### src/rtl/luna_clk_pkg.sv
// rtl/luna_clk_pkg.sv - shared types and constants for the clock step controller
package luna_clk_pkg;

    typedef enum logic {
        HALT = 1'b0,
        RUN  = 1'b1
    } step_state_t;

    localparam int unsigned DEBOUNCE_DEFAULT = 1_000_000;
    localparam int          STEP_COUNT_W     = 16;

    // Counter width for a debounce window, never narrower than one bit.
    function automatic int debounce_width(input int unsigned cycles);
        return (cycles > 1) ? $clog2(cycles) : 1;
    endfunction

endpackage

### src/rtl/clock_step_controller_if.sv
// rtl/clock_step_controller_if.sv - tick, button, halt and clock-enable signal bundle
interface clock_step_controller_if;
    import luna_clk_pkg::*;

    logic                    tick_in;
    logic                    btn_step;
    logic                    btn_mode;
    logic                    halt_req;
    logic                    cpu_ce;
    logic                    running;
    logic [STEP_COUNT_W-1:0] step_count;

    modport master (
        output tick_in, btn_step, btn_mode, halt_req,
        input  cpu_ce, running, step_count
    );

    modport slave (
        input  tick_in, btn_step, btn_mode, halt_req,
        output cpu_ce, running, step_count
    );

endinterface

### src/rtl/button_debouncer.sv
// rtl/button_debouncer.sv - synchronizes and debounces one pushbutton, pulses on press
module button_debouncer
    import luna_clk_pkg::*;
#(
    parameter int unsigned DEBOUNCE_CYCLES = DEBOUNCE_DEFAULT
) (
    input  logic clk_in,
    input  logic rst,
    input  logic btn,
    output logic press
);

    localparam int            CNT_W   = debounce_width(DEBOUNCE_CYCLES);
    localparam logic [CNT_W-1:0] CNT_MAX = CNT_W'(DEBOUNCE_CYCLES - 1);

    logic             sync1;
    logic             sync2;
    logic             stable;
    logic [CNT_W-1:0] cnt;

    // The stable level only moves after DEBOUNCE_CYCLES consecutive samples disagree with it.
    always_ff @(posedge clk_in or posedge rst) begin
        if (rst) begin
            sync1  <= 1'b0;
            sync2  <= 1'b0;
            stable <= 1'b0;
            cnt    <= '0;
            press  <= 1'b0;
        end else begin
            sync1 <= btn;
            sync2 <= sync1;
            press <= 1'b0;
            if (sync2 == stable) begin
                cnt <= '0;
            end else if (cnt == CNT_MAX) begin
                stable <= sync2;
                cnt    <= '0;
                press  <= sync2;
            end else begin
                cnt <= cnt + CNT_W'(1);
            end
        end
    end

endmodule

### src/rtl/clock_step_controller.sv
// rtl/clock_step_controller.sv - RUN/HALT single-step control of the CPU clock enable
module clock_step_controller
    import luna_clk_pkg::*;
#(
    parameter int unsigned DEBOUNCE_CYCLES = DEBOUNCE_DEFAULT
) (
    input  logic                     clk_in,
    input  logic                     rst,
    clock_step_controller_if.slave   bus
);

    step_state_t             state;
    step_state_t             state_next;
    logic                    ce_next;
    logic                    cpu_ce_q;
    logic [STEP_COUNT_W-1:0] step_count_q;

    logic tick_sync1;
    logic tick_sync2;
    logic tick_hist;
    logic tick_rise;
    logic tick_evt;
    logic step_press;
    logic mode_press;

    button_debouncer #(.DEBOUNCE_CYCLES(DEBOUNCE_CYCLES)) u_step_btn (
        .clk_in (clk_in),
        .rst    (rst),
        .btn    (bus.btn_step),
        .press  (step_press)
    );

    button_debouncer #(.DEBOUNCE_CYCLES(DEBOUNCE_CYCLES)) u_mode_btn (
        .clk_in (clk_in),
        .rst    (rst),
        .btn    (bus.btn_mode),
        .press  (mode_press)
    );

    assign tick_rise = tick_sync2 & ~tick_hist;

    // tick_evt retimes the edge so a tick lands on cpu_ce three edges after it is first sampled.
    always_ff @(posedge clk_in or posedge rst) begin
        if (rst) begin
            tick_sync1 <= 1'b0;
            tick_sync2 <= 1'b0;
            tick_hist  <= 1'b0;
            tick_evt   <= 1'b0;
        end else begin
            tick_sync1 <= bus.tick_in;
            tick_sync2 <= tick_sync1;
            tick_hist  <= tick_sync2;
            tick_evt   <= tick_rise;
        end
    end

    always_comb begin
        state_next = state;
        ce_next    = 1'b0;
        case (state)
            HALT: begin
                if (mode_press && !bus.halt_req) begin
                    state_next = RUN;
                end else if (step_press) begin
                    ce_next = 1'b1;
                end
            end
            RUN: begin
                if (mode_press || bus.halt_req) begin
                    state_next = HALT;
                end else if (tick_evt) begin
                    ce_next = 1'b1;
                end
            end
            default: state_next = HALT;
        endcase
        // Back-to-back enables would double-clock the CPU; drop the second one.
        if (cpu_ce_q) begin
            ce_next = 1'b0;
        end
    end

    always_ff @(posedge clk_in or posedge rst) begin
        if (rst) begin
            state        <= HALT;
            cpu_ce_q     <= 1'b0;
            step_count_q <= '0;
        end else begin
            state    <= state_next;
            cpu_ce_q <= ce_next;
            if (cpu_ce_q) begin
                step_count_q <= step_count_q + STEP_COUNT_W'(1);
            end
        end
    end

    assign bus.cpu_ce     = cpu_ce_q;
    assign bus.running    = (state == RUN);
    assign bus.step_count = step_count_q;

endmodule

### src/flat_wrapper.sv
// flat-port wrapper written by rule: the top's interface ports become plain ports
module clock_step_controller_flat import luna_clk_pkg::*;
#(
    parameter int unsigned DEBOUNCE_CYCLES = DEBOUNCE_DEFAULT
)
  (clk_in, rst, bus_tick_in, bus_btn_step, bus_btn_mode, bus_halt_req, bus_cpu_ce, bus_running, bus_step_count);
  clock_step_controller_if bus_i ();
  input  logic clk_in;
  input  logic rst;
  input wire logic [$bits(bus_i.tick_in)-1:0] bus_tick_in;
  input wire logic [$bits(bus_i.btn_step)-1:0] bus_btn_step;
  input wire logic [$bits(bus_i.btn_mode)-1:0] bus_btn_mode;
  input wire logic [$bits(bus_i.halt_req)-1:0] bus_halt_req;
  output wire logic [$bits(bus_i.cpu_ce)-1:0] bus_cpu_ce;
  output wire logic [$bits(bus_i.running)-1:0] bus_running;
  output wire logic [$bits(bus_i.step_count)-1:0] bus_step_count;
  assign bus_i.tick_in = bus_tick_in;
  assign bus_i.btn_step = bus_btn_step;
  assign bus_i.btn_mode = bus_btn_mode;
  assign bus_i.halt_req = bus_halt_req;
  assign bus_cpu_ce = bus_i.cpu_ce;
  assign bus_running = bus_i.running;
  assign bus_step_count = bus_i.step_count;
  clock_step_controller #(.DEBOUNCE_CYCLES(DEBOUNCE_CYCLES)) u_core (.clk_in(clk_in), .rst(rst), .bus(bus_i));
endmodule
### config.mk
export PLATFORM = sky130hd
export DESIGN_NAME = clock_step_controller_flat
export DESIGN_NICKNAME = d
export VERILOG_FILES = /design/src/rtl/luna_clk_pkg.sv /design/src/rtl/clock_step_controller_if.sv /design/src/rtl/button_debouncer.sv /design/src/rtl/clock_step_controller.sv /design/src/flat_wrapper.sv
export SDC_FILE = /design/constraint.sdc
export NUM_CORES = 1
export LEC_CHECK = 0
export ABC_CLOCK_PERIOD_IN_PS = 2400
export CELL_PAD_IN_SITES_DETAIL_PLACEMENT = 1
export CELL_PAD_IN_SITES_GLOBAL_PLACEMENT = 2
export CORE_ASPECT_RATIO = 0.9
export CORE_UTILIZATION = 36
export CTS_BUF_LIST = sky130_fd_sc_hd__clkbuf_8
export DETAILED_ROUTE_END_ITERATION = 8
export PLACE_DENSITY = 0.76
export REMOVE_ABC_BUFFERS = 1
export SYNTH_ARGS = -nofsm -noshare
export SYNTH_HDL_FRONTEND = slang
export SYNTH_SLANG_ARGS = --single-unit
### constraint.sdc
create_clock -name clk_in -period 2.4 [get_ports clk_in]
set_input_delay 0.72 -clock clk_in [delete_from_list [all_inputs] [get_ports clk_in]]
set_output_delay 0.72 -clock clk_in [all_outputs]
set_load 0.02 [all_outputs]
# ---- Word level (Yosys, flattened, before mapping)
# Cells that the tools add are included.
dict set report op_classes {
  addsub 3
  eq_ne 4
  mux 17
  bitwise_logic 5
  reduce_logical 5
}
# operator n
set ops {}
lappend ops {{$mux 20} 4}
lappend ops {{$add 20x1->20 const B} 2}
lappend ops {{$eq 20x20->1 const B} 2}
lappend ops {{$add 16x1->16 const B} 1}
lappend ops {{$mux 1} 11}
lappend ops {{$not 1->1} 4}
lappend ops {{$pmux 1 s2} 2}
lappend ops {{$reduce_and 2->1} 2}
lappend ops {{$eq 1x1->1} 2}
lappend ops {{$and 1x1->1} 1}
lappend ops {{$logic_and 1x1->1} 1}
lappend ops {{$logic_not 1->1} 1}
lappend ops {{$logic_or 1x1->1} 1}
dict set report word_totals {
  reg_bits 70
  out_inout_bits 18
  wordCells 51
}

# ---- Depth between registers and ports, before layout
dict set report logic_depth {
  ltp_word 5
  ltp_mapped 6
  depth_no_buf 5
}

# ---- Hierarchy
# A second synthesis with hierarchy kept.
dict set report hier_totals {
  cells_unflattened 293
  hier_area_um2 3308.2
}
# module instances cells_each area_each_um2 seq_area_each_um2
set modules_own_cells {}
lappend modules_own_cells {{button_debouncer at u_core.u_step_btn} 1 108 1188.6 600.6}
lappend modules_own_cells {{button_debouncer at u_core.u_mode_btn} 1 110 1146.1 600.6}
lappend modules_own_cells {clock_step_controller 1 75 973.4 550.5}

# ---- Worst setup path before layout
# OpenSTA, ideal clock, no wires.
dict set report synth_timing {
  kind {register to register}
  start {register u_core.u_mode_btn.cnt[0]}
  end {register u_core.u_mode_btn.cnt[18]}
  t_arrival_ns 1.767
  required_time_ns 2.323
  slack_ns 0.556
  path_stages_with_launch 6
  path_buffers 0
  period_less_slack_ns 1.844
  cell_sequence {dfrtp_1 > ha_1 > nand3_1 > or3_1 > or4_1 > a21oi_1}
}
dict set report synth_between {
  elab_chain_len 3
  elab_cells_between_ends 4
}
# item line_no
set synth_rtl {}
lappend synth_rtl {{start: declaration} button_debouncer.sv:19} ;# logic [CNT_W-1:0] cnt;
lappend synth_rtl {{start signal: assignment} button_debouncer.sv:40} ;# cnt <= cnt + CNT_W'(1);
lappend synth_rtl {{$add 20x1->20 / $eq 20x20->1 (equally long branches)} {button_debouncer.sv:40, button_debouncer.sv:35}}
lappend synth_rtl {{$mux 20 (*)} button_debouncer.sv:35} ;# end else if (cnt == CNT_MAX) begin
lappend synth_rtl {{$mux 20 (*)} button_debouncer.sv:33} ;# if (sync2 == stable) begin
# Every way passes the cells marked *; elsewhere a longest branch is shown, timed or not.
# A chain may end at the register's enable or synchronous reset.

# ---- Final worst setup path
dict set report layout_timing {
  start {register u_core.cpu_ce_q (netlist: u_core.bus.cpu_ce)}
  end {output port bus_cpu_ce}
}
# item line_no
set layout_lines {}
lappend layout_lines {{start: declaration} clock_step_controller.sv:15} ;# logic cpu_ce_q;
lappend layout_lines {{start signal: assignment} clock_step_controller.sv:90} ;# cpu_ce_q <= ce_next;
lappend layout_lines {{end: declaration} flat_wrapper.sv:14} ;# output wire logic [$bits(bus_i.cpu_ce)-1:0] bus_cpu_ce;
# No word-level cell between the ends.

==> impl_metrics.env <==
export IMPL_drive_gt1_frac=0.0967
export IMPL_cts_sinks=70
export IMPL_htree_num_levels=3
export IMPL_num_vias=2184
export IMPL_min_to="u_core.tick_sync2"
export IMPL_areaGrowthSynthToFinish_pct=19.5
export IMPL_cts_tree="yes"
export IMPL_floorplan_die_height_um=90.6
export IMPL_final_core_util=0.454
export IMPL_grt_antenna_before_repair=0
export IMPL_tightest_slew_ns=0.515
export IMPL_worst_r2r_cell_count=5
export IMPL_cp_required_ns=1.68
export IMPL_finalWirelength_um=6110
export IMPL_setup_worst_path_start_class="register"
export IMPL_path_delay_family="buffers and inverters"
export IMPL_leakagePower_nw=1.57
export IMPL_cts_resized=0
export IMPL_cp_cell_sequence="clkdlybuf4s50_1"
export IMPL_globalplace_congestion=0.699
export IMPL_report_final_setup_viol=0
export IMPL_drt_pass1_iterations=4
export IMPL_grt_overflow_total=0
export IMPL_floorplan_initialDensity=0.380
export IMPL_clock_pin_slew_on_the_worst_setup_and_hold_paths_ns=0.07
export IMPL_setup_tns_final_ns=0
export IMPL_worstSkewPairLatency_ns=0.34
export IMPL_synth_top_cell_area_share=0.558
export IMPL_timing_final_crit_period_ns=2.18
export IMPL_cts_hold_buf=0
export IMPL_critical_path_class="reg -> out"
export IMPL_power_per_cell_area_nw_per_um2=596
export IMPL_post_route_worst_setup_slack_ns=0.216
export IMPL_grtUsageTotal=0.154
export IMPL_holdPathStages=0
export IMPL_crit_reg2reg_capture="u_core.u_mode_btn.cnt[18]"
export IMPL_achievable_frequency_mhz=458
export IMPL_place_port_buffers=23
export IMPL_rsz0062_at_grt="false"
export IMPL_crit_path_max_fanout=8
export IMPL_remaining_drc_errors=0
export IMPL_synth_top_cells_by_area="sky130_fd_sc_hd__dfrtp_1 56%, sky130_fd_sc_hd__xnor2_1 7.5%, sky130_fd_sc_hd__xor2_1 5.0%, sky130_fd_sc_hd__nor2_1 4.4%, sky130_fd_sc_hd__nand2_1 2.4%"
export IMPL_clockBufferDepth=2
export IMPL_antenna_left=0
export IMPL_synth_seq_cells=70
export IMPL_synth_async_reset_ratio=1.00
export IMPL_mappedNetlistArea_um2=3140
export IMPL_r2r_start="u_core.u_mode_btn.cnt[0]"
export IMPL_setup_fix_bufs_post_cts=0
export IMPL_synth_avg_cell_area_um2=10.7
export IMPL_crit_slowest_cell="sky130_fd_sc_hd__clkdlybuf4s50_1"
export IMPL_number_of_global_route_vias_before_repair=2287
export IMPL_grt_pass1_wl_um=11000
export IMPL_finClkSkew_ns=0.00798
export IMPL_std_cell_rows=31
export IMPL_drt_first_iter_violations=63
export IMPL_timing_critical_path_to_type="output pin"
export IMPL_nets=335
export IMPL_avgRoutedWirePerCell_um=13.7
export IMPL_drv_max_cap_violation_count=0
export IMPL_final_hold_viol_count=0
export IMPL_regToRegSetupSlack_ns=0.40
export IMPL_slew_limit_headroom=0.654
export IMPL_synth_enable_flop_cells=0
export IMPL_grt_start_max_net_pins=71
export IMPL_timing_final_crit_share=0.910
export IMPL_ys_top_cells_by_count="70 x sky130_fd_sc_hd__dfrtp_1, 37 x sky130_fd_sc_hd__nor2_1, 27 x sky130_fd_sc_hd__xnor2_1"
export IMPL_maxSlewViolCount=0
export IMPL_max_stage_delay_ns=0.66
export IMPL_worstPathArrival_ns=1.46
export IMPL_worstPathBufferInverterCount=1
export IMPL_placeableCoreArea_um2=8260
export IMPL_most_frequently_used_cell_type_in_the_post_synthesis_netlist="sky130_fd_sc_hd__dfrtp_1"
export IMPL_die_w_um=100
export IMPL_numCtsBuffers=9
export IMPL_clock_root_buffer="sky130_fd_sc_hd__clkbuf_8"
export IMPL_hp_start="u_core.tick_sync1"
export IMPL_synth_largest_area_cell="sky130_fd_sc_hd__dfrtp_1"
export IMPL_netlist_cell_type_count=36
export IMPL_yosys_warnings=0
export IMPL_num_antenna_cells=0
export IMPL_yosysSeqAreaShare=0.558
export IMPL_vias_per_cell=4.90
export IMPL_syn_inst=292
export IMPL_hold_class="reg -> reg"
export IMPL_io_pins=24
export IMPL_fp_dieArea_um2=9090
export IMPL_detailed_place_hpwl_um=4210
export IMPL_status="finished, final reports clean"
export IMPL_vdd_ir_drop_max_v=0.000308
export IMPL_dp_worst_setup_slack_ns=0.395
export IMPL_yosys_most_used_dff="sky130_fd_sc_hd__dfrtp_1"
-- cell families (layout without fill, tap and decap cells) --
| logic type | after synthesis | in the layout | synth area share |
|---|---|---|---|
| adder cells (fa/ha/maj) | 3 | 3 | 0.0120 |
| AO/OA/AOI/OAI | 22 | 22 | 0.0435 |
| AND/OR/NAND/NOR | 130 | 130 | 0.225 |
| XOR/XNOR | 45 | 45 | 0.126 |
| multiplexers | 3 | 3 | 0.0108 |
| buffers and inverters | 19 | 58 | 0.0247 |
| flip-flops | 70 | 70 | 0.558 |
-- flip-flops by register name, summed over array words and instances (netlist names) --
signal / cells
u_core.bus.running: 1
u_core.u_step_btn.cnt: 20
u_core.u_step_btn.sync2: 1
u_core.bus.step_count: 16
u_core.u_step_btn.press: 1
u_core.u_mode_btn.stable: 1
u_core.u_mode_btn.sync1: 1
u_core.u_step_btn.sync1: 1
u_core.u_step_btn.stable: 1
u_core.tick_sync2: 1
u_core.bus.cpu_ce: 1
u_core.u_mode_btn.press: 1
u_core.tick_sync1: 1
u_core.tick_hist: 1
u_core.u_mode_btn.cnt: 20
u_core.u_mode_btn.sync2: 1
u_core.tick_evt: 1
-- power by group --
group / internal [mW] / switching [mW]
clock network: 0.528 / 0.429
logic: 0.0254 / 0.0459
registers: 1.19 / 0.0117
total: 1.75 / 0.486
-- per-layer routing --
layer | vias up | global-route usage | wire length (um)
met5 | - | 0 | 0
met4 | 0 | 0.0471 | 76
met3 | 5 | 0.0495 | 175
met2 | 30 | 0.234 | 2640
met1 | 1065 | 0.209 | 3220
li1 | 1084 | - | -
-- per-stage QoR --
stage	total power, mW	cell area [um2]	cells	hold WS [ns]
final	2.23	3750	446	0.352
after global routing	2.34	3750	446	0.360
after CTS	2.28	3750	446	0.355
after detailed placement	1.30	3550	430	0.338
after global placement	1.30	3550	430	0.335
after floorplan	1.27	3110	286	0.331
-- layout make-up --
type,instances,area [um2]
Clock buffer,11,151
Clock inverter,5,48.8
Sequential cell,70,1750
Inverter,13,48.8
Fill cell,929,4510
Multi-Input combinational cell,203,1320
Timing Repair Buffer,29,288
Tap cell,115,144
-- layout by cell type, fill, tap and decap left out, types with 2 or more instances in the layout --
| master | count |
|---|---|
| sky130_fd_sc_hd__nor2_1 | 37 |
| sky130_fd_sc_hd__nor3_1 | 7 |
| sky130_fd_sc_hd__or4_1 | 4 |
| sky130_fd_sc_hd__nor2b_1 | 3 |
| sky130_fd_sc_hd__xor2_1 | 18 |
| sky130_fd_sc_hd__nand3_1 | 14 |
| sky130_fd_sc_hd__inv_1 | 13 |
| sky130_fd_sc_hd__nor4b_1 | 3 |
| sky130_fd_sc_hd__o31ai_1 | 4 |
| sky130_fd_sc_hd__nand2_1 | 20 |
| sky130_fd_sc_hd__a21oi_1 | 9 |
| sky130_fd_sc_hd__clkdlybuf4s50_1 | 23 |
| sky130_fd_sc_hd__mux2_2 | 3 |
| sky130_fd_sc_hd__clkinv_2 | 3 |
| sky130_fd_sc_hd__and4_1 | 4 |
| sky130_fd_sc_hd__and3_1 | 2 |
| sky130_fd_sc_hd__or3_1 | 6 |
| sky130_fd_sc_hd__nand4_1 | 9 |
| sky130_fd_sc_hd__buf_4 | 5 |
| sky130_fd_sc_hd__clkbuf_8 | 11 |
| sky130_fd_sc_hd__xnor2_1 | 27 |
| sky130_fd_sc_hd__o31ai_2 | 2 |
| sky130_fd_sc_hd__or4b_1 | 3 |
| sky130_fd_sc_hd__dfrtp_1 | 70 |
| sky130_fd_sc_hd__o41ai_1 | 2 |
| sky130_fd_sc_hd__nor4_1 | 10 |
| sky130_fd_sc_hd__ha_1 | 3 |
| sky130_fd_sc_hd__o21ai_0 | 3 |
-- worst max-delay path by stage --
| stage | from | end | slack [ns] | cells past startpoint |
|---|---|---|---|---|
| floorplan | u_core.u_step_btn.cnt[7] | u_core.u_step_btn.cnt[10] | -0.19 | 3 |
| global placement | u_core.u_mode_btn.cnt[0] | u_core.u_mode_btn.cnt[18] | 0.46 | 5 |
| detailed placement | u_core.u_mode_btn.cnt[0] | u_core.u_mode_btn.cnt[18] | 0.40 | 5 |
| CTS | u_core.bus.cpu_ce | bus_cpu_ce | 0.18 | 1 |
| global route | u_core.bus.cpu_ce | bus_cpu_ce | 0.11 | 1 |
| finish | u_core.bus.cpu_ce | bus_cpu_ce | 0.22 | 1 |
No activity file was read; power rests on OpenSTA's default activity.
==> patch 1 (config.mk and constraints unchanged) <==
`STEP_COUNT_W`: 16 -> 20.
--- a/src/rtl/luna_clk_pkg.sv
+++ b/src/rtl/luna_clk_pkg.sv
@@ -8,5 +8,5 @@
 
     localparam int unsigned DEBOUNCE_DEFAULT = 1_000_000;
-    localparam int          STEP_COUNT_W     = 16;
+    localparam int          STEP_COUNT_W     = 20;
 
     // Counter width for a debounce window, never narrower than one bit.
Ports: changed (resized bus_step_count); port bits go from 24 to 28. The function was not compared with the original's and may differ.
==> patch 1 against the unedited design <==
- routed wire length rose by 9.7%
- sequential cell count rose by 4
- sequential share of layout area rose by 0.064 points
- sequential power rose by 5%
- register-to-register slack got worse by 0.16 ns
- total power rose by 1.4%
- synthesized area rose by 4.8%
- via count rose by 7.8%
- hold slack barely moved
- global-route usage rose by 0.88 points
- worst setup slack got worse by 0.021 ns
- critical path depth did not move
- final area rose by 5.6%
- critical path type unchanged
==> patch 1: results <==
run_status:
  status: "finished, final reports clean"
sta:
  max_slew_margin: 0.555
  fin_ws_ns: 0.195
  finClkSkew_ns: 0.00486
grt:
  grt_max_degree: 75
worst_setup_path:
  cp.arrival_ns: 1.48
  reg2reg_depth: 4
  regToRegSetupSlack_ns: 0.24
  reg2reg_to: "u_core.u_mode_btn.stable"
  timing.rr.start: "u_core.u_mode_btn.cnt[12]"
yosys:
  synthTopCellsByCount: "dfrtp_1 (74), nor2_1 (43), xnor2_1 (39)"
  yosys-top-cells-area: "dfrtp_1 (56%), xnor2_1 (10%), nor2_1 (4.9%)"
  synthAdderAreaFrac: 0.0114
  synth_cell_type_count: 38
  synth-compound-area-share: 0.0331
  synth_cells: 304
  synthMuxAreaShare: 0.0164
place:
  gp_congestion: 0.713
  dp_hpwl_um: 4650
  postPlaceCellArea_um2: 3770
  placedCellCount: 456
detailed_routing:
  vias_per_cell: 5.00
  routedWlPerCell_um: 14.2
power:
  irDropWorstVdd_mv: 0.248
  p_leak_nw: 1.63
layout:
  nets: 357
  nFillCells: 980
  drive_gt1_frac: 0.0966
## patch 1: cell count changes after synthesis, sizes merged, moves of 5 or more
cell / before / now
nor3: 7 / 12
nand2: 20 / 15
xnor2: 27 / 39
xor2: 18 / 12
nand4: 11 / 16
nor2: 37 / 44
## patch 1: power by group
group	leakage (nW)	total [mW]	switching (mW)	internal, mW
Clock	0.105	0.920	0.428	0.492
Combinational	0.517	0.0715	0.0470	0.0246
Sequential	1.01	1.27	0.0115	1.26
Total	1.63	2.27	0.487	1.78
## patch 1: per-layer routing
| layer | vias to the layer above | global-route usage | share of wire |
|---|---|---|---|
| met1 | 1173 | 0.234 | 0.51 |
| met5 | - | 0 | 0 |
| li1 | 1141 | - | - |
| met3 | 8 | 0.0294 | 0.031 |
| met4 | 0 | 0.0692 | 0.016 |
| met2 | 32 | 0.241 | 0.44 |
## patch 1: area by class of cell
| type | count | area, um^2 | area share |
|---|---|---|---|
| Tap cell | 119 | 149 | 0.0376 |
| Inverter | 13 | 48.8 | 0.0123 |
| Clock inverter | 5 | 47.5 | 0.0120 |
| Clock buffer | 10 | 138 | 0.0348 |
| Multi-Input combinational cell | 213 | 1370 | 0.345 |
| Timing Repair Buffer | 37 | 358 | 0.0904 |
| Sequential cell | 74 | 1850 | 0.468 |
## patch 1: how the worst min path moves through the flow
stage,from,endpoint,slack [ns]
floorplan,u_core.tick_sync1,u_core.tick_sync2,0.33
global placement,u_core.u_mode_btn.sync1,u_core.u_mode_btn.sync2,0.33
detailed placement,u_core.u_mode_btn.sync1,u_core.u_mode_btn.sync2,0.34
CTS,u_core.u_mode_btn.sync1,u_core.u_mode_btn.sync2,0.35
global route,u_core.u_mode_btn.sync1,u_core.u_mode_btn.sync2,0.37
finish,u_core.u_mode_btn.sync1,u_core.u_mode_btn.sync2,0.35
==> patch 2 (same flow settings) <==
Without the edit above. Reset style: synchronous (`rst`), changed in 3 clocked blocks.
--- a/src/rtl/button_debouncer.sv
+++ b/src/rtl/button_debouncer.sv
@@ -20,5 +20,5 @@
 
     // The stable level only moves after DEBOUNCE_CYCLES consecutive samples disagree with it.
-    always_ff @(posedge clk_in or posedge rst) begin
+    always_ff @(posedge clk_in) begin
         if (rst) begin
             sync1  <= 1'b0;
--- a/src/rtl/clock_step_controller.sv
+++ b/src/rtl/clock_step_controller.sv
@@ -41,5 +41,5 @@
 
     // tick_evt retimes the edge so a tick lands on cpu_ce three edges after it is first sampled.
-    always_ff @(posedge clk_in or posedge rst) begin
+    always_ff @(posedge clk_in) begin
         if (rst) begin
             tick_sync1 <= 1'b0;
@@ -81,5 +81,5 @@
     end
 
-    always_ff @(posedge clk_in or posedge rst) begin
+    always_ff @(posedge clk_in) begin
         if (rst) begin
             state        <= HALT;
Check against the original RTL: same outputs for any inputs over 10 cycles, from zero or initial values and one cycle with rst high; that may be too few to reach the edited logic, so the function may still have changed.
==> patch 2 against the unedited design <==
- via count grew 10%
- worst setup slack lost 0.024 ns
- final area shrank 5.6%
- die area shrank 4.9%
- critical path depth is the same
- global-route usage grew 0.91 points
- routed wire length grew 7.6%
- synthesized area shrank 5.0%
- core utilization shrank 1.3 points
- sequential cell count is the same
- critical path type unchanged
Power is not compared: it rests on default switching activity, and its combinational part moved more than twofold at a synthesized area within 25%.
==> patch 2: results <==
yosys:
  synthMuxAreaShare: 0.00336
  synthFlopType: "dfxtp_1"
  synth_cell_type_count: 38
  synthTopCellsByCount: "dfxtp_1 (70), nor2_1 (45), xnor2_1 (29)"
  synth-xor-area-share: 0.112
  yosysSeqAreaShare: 0.470
  synthAdderAreaFrac: 0.0126
  synthArstFlopShare: 0
  synth_warnings: 0
  yosys-top-cells-area: "dfxtp_1 (47%), xnor2_1 (8.5%), nor2_1 (5.7%)"
  synth-compound-area-share: 0.0793
place:
  gp_congestion: 0.721
  postPlaceCellArea_um2: 3330
  port_buffers: 23
  dp_hpwl_um: 4640
grt:
  grtUsageMet1: 0.209
  grt_use_met2: 0.264
  track_usage: 0.163
  grt_pass1_wl_um: 11200
  grt_max_degree: 21
  use_met3: 0.0498
layout:
  drive_gt1_frac: 0.0874
  nFillCells: 959
  nets: 371
detailed_routing:
  dr.pass1.iters: 6
  drt-initial-drc-count: 37
  highest_layer: "met4"
  routed_wl_um: 6570
  wl_met3_um: 159
  met1_length_um: 3370
  vias: 2412
  wl_met2_um: 2990
worst_setup_path:
  critical_path.max_stage_delay_ns: 0.67
  reg2reg_to: "u_core.u_mode_btn.cnt[11]"
  timing.rr.start: "u_core.u_mode_btn.cnt[13]"
  worst_path_max_delay_cell: "clkdlybuf4s50_1"
  regToRegSetupSlack_ns: 0.30
  cp.arrival_ns: 1.49
  path_max_fanout: 8
  reg2reg_depth: 4
hold_path:
  hp-class: "reg2reg"
  hold_path.startpoint: "u_core.tick_hist"
  hold_depth: 1
  holdPathEnd: "u_core.tick_evt"
power:
  p_leak_nw: 1.04
sta:
  finClkSkew_ns: 0.00638
  tightest_slew_ns: 0.535
  whs_ns: 0.383
clocking:
  htreeDepth: 3
  cts-resized-gates: 0
  cts_root_buf: "clkbuf_8"
  numCtsBuffers: 9
  clock_latency_ns: 0.34
  clockBufferDepth: 2
run_status:
  status: "finished, final reports clean"
==> patch 2: logic make-up (layout without fill, tap and decap cells) <==
family,count (synthesis),in the layout
fa+ha+maj,3,3
compound gates,40,40
simple gates,159,159
mux,1,1
flops,70,70
buf+inv,22,55
xor+xnor,38,38
==> patch 2: area by class of cell <==
type	count	area [um^2]	share of cell area
inverter	10	37.5	0.0106
clock buffer	12	165	0.0466
multi-input combinational	241	1490	0.420
timing repair buffer	30	283	0.0798
sequential	70	1400	0.396
clock inverter	3	42.5	0.0120
tap	99	124	0.0350
==> patch 2: worst max-delay path by stage <==
| stage | start | end | cells after the start |
|---|---|---|---|
| 2_1_floorplan | u_core.u_step_btn.cnt[2] | u_core.u_step_btn.cnt[10] | 4 |
| 3_3_place_gp | rst | u_core.u_step_btn.cnt[9] | 6 |
| 3_5_place_dp | u_core.u_mode_btn.cnt[13] | u_core.u_mode_btn.cnt[11] | 4 |
| 4_1_cts | u_core.bus.cpu_ce | bus_cpu_ce | 1 |
| 5_1_grt | u_core.bus.cpu_ce | bus_cpu_ce | 1 |
| 6_report | u_core.bus.cpu_ce | bus_cpu_ce | 1 |
==> patch 2: power breakdown <==
group	total (mW)	internal, mW	switching (mW)
sequential	1.17	1.17	0.00309
combinational	0.0336	0.0151	0.0185
clock	0.981	0.557	0.423
total	2.18	1.74	0.445
==> patch 2: through the flow <==
stage | cells | utilization | worst slack [ns] | power (mW)
global placement | 450 | 0.415 | 0.329 | 1.23
global route | 465 | 0.441 | 0.109 | 2.27
floorplan | 321 | - | 0.476 | 1.21
detailed placement | 450 | 0.415 | 0.277 | 1.23
finish | 465 | 0.441 | 0.192 | 2.18
CTS | 465 | 0.441 | 0.171 | 2.23
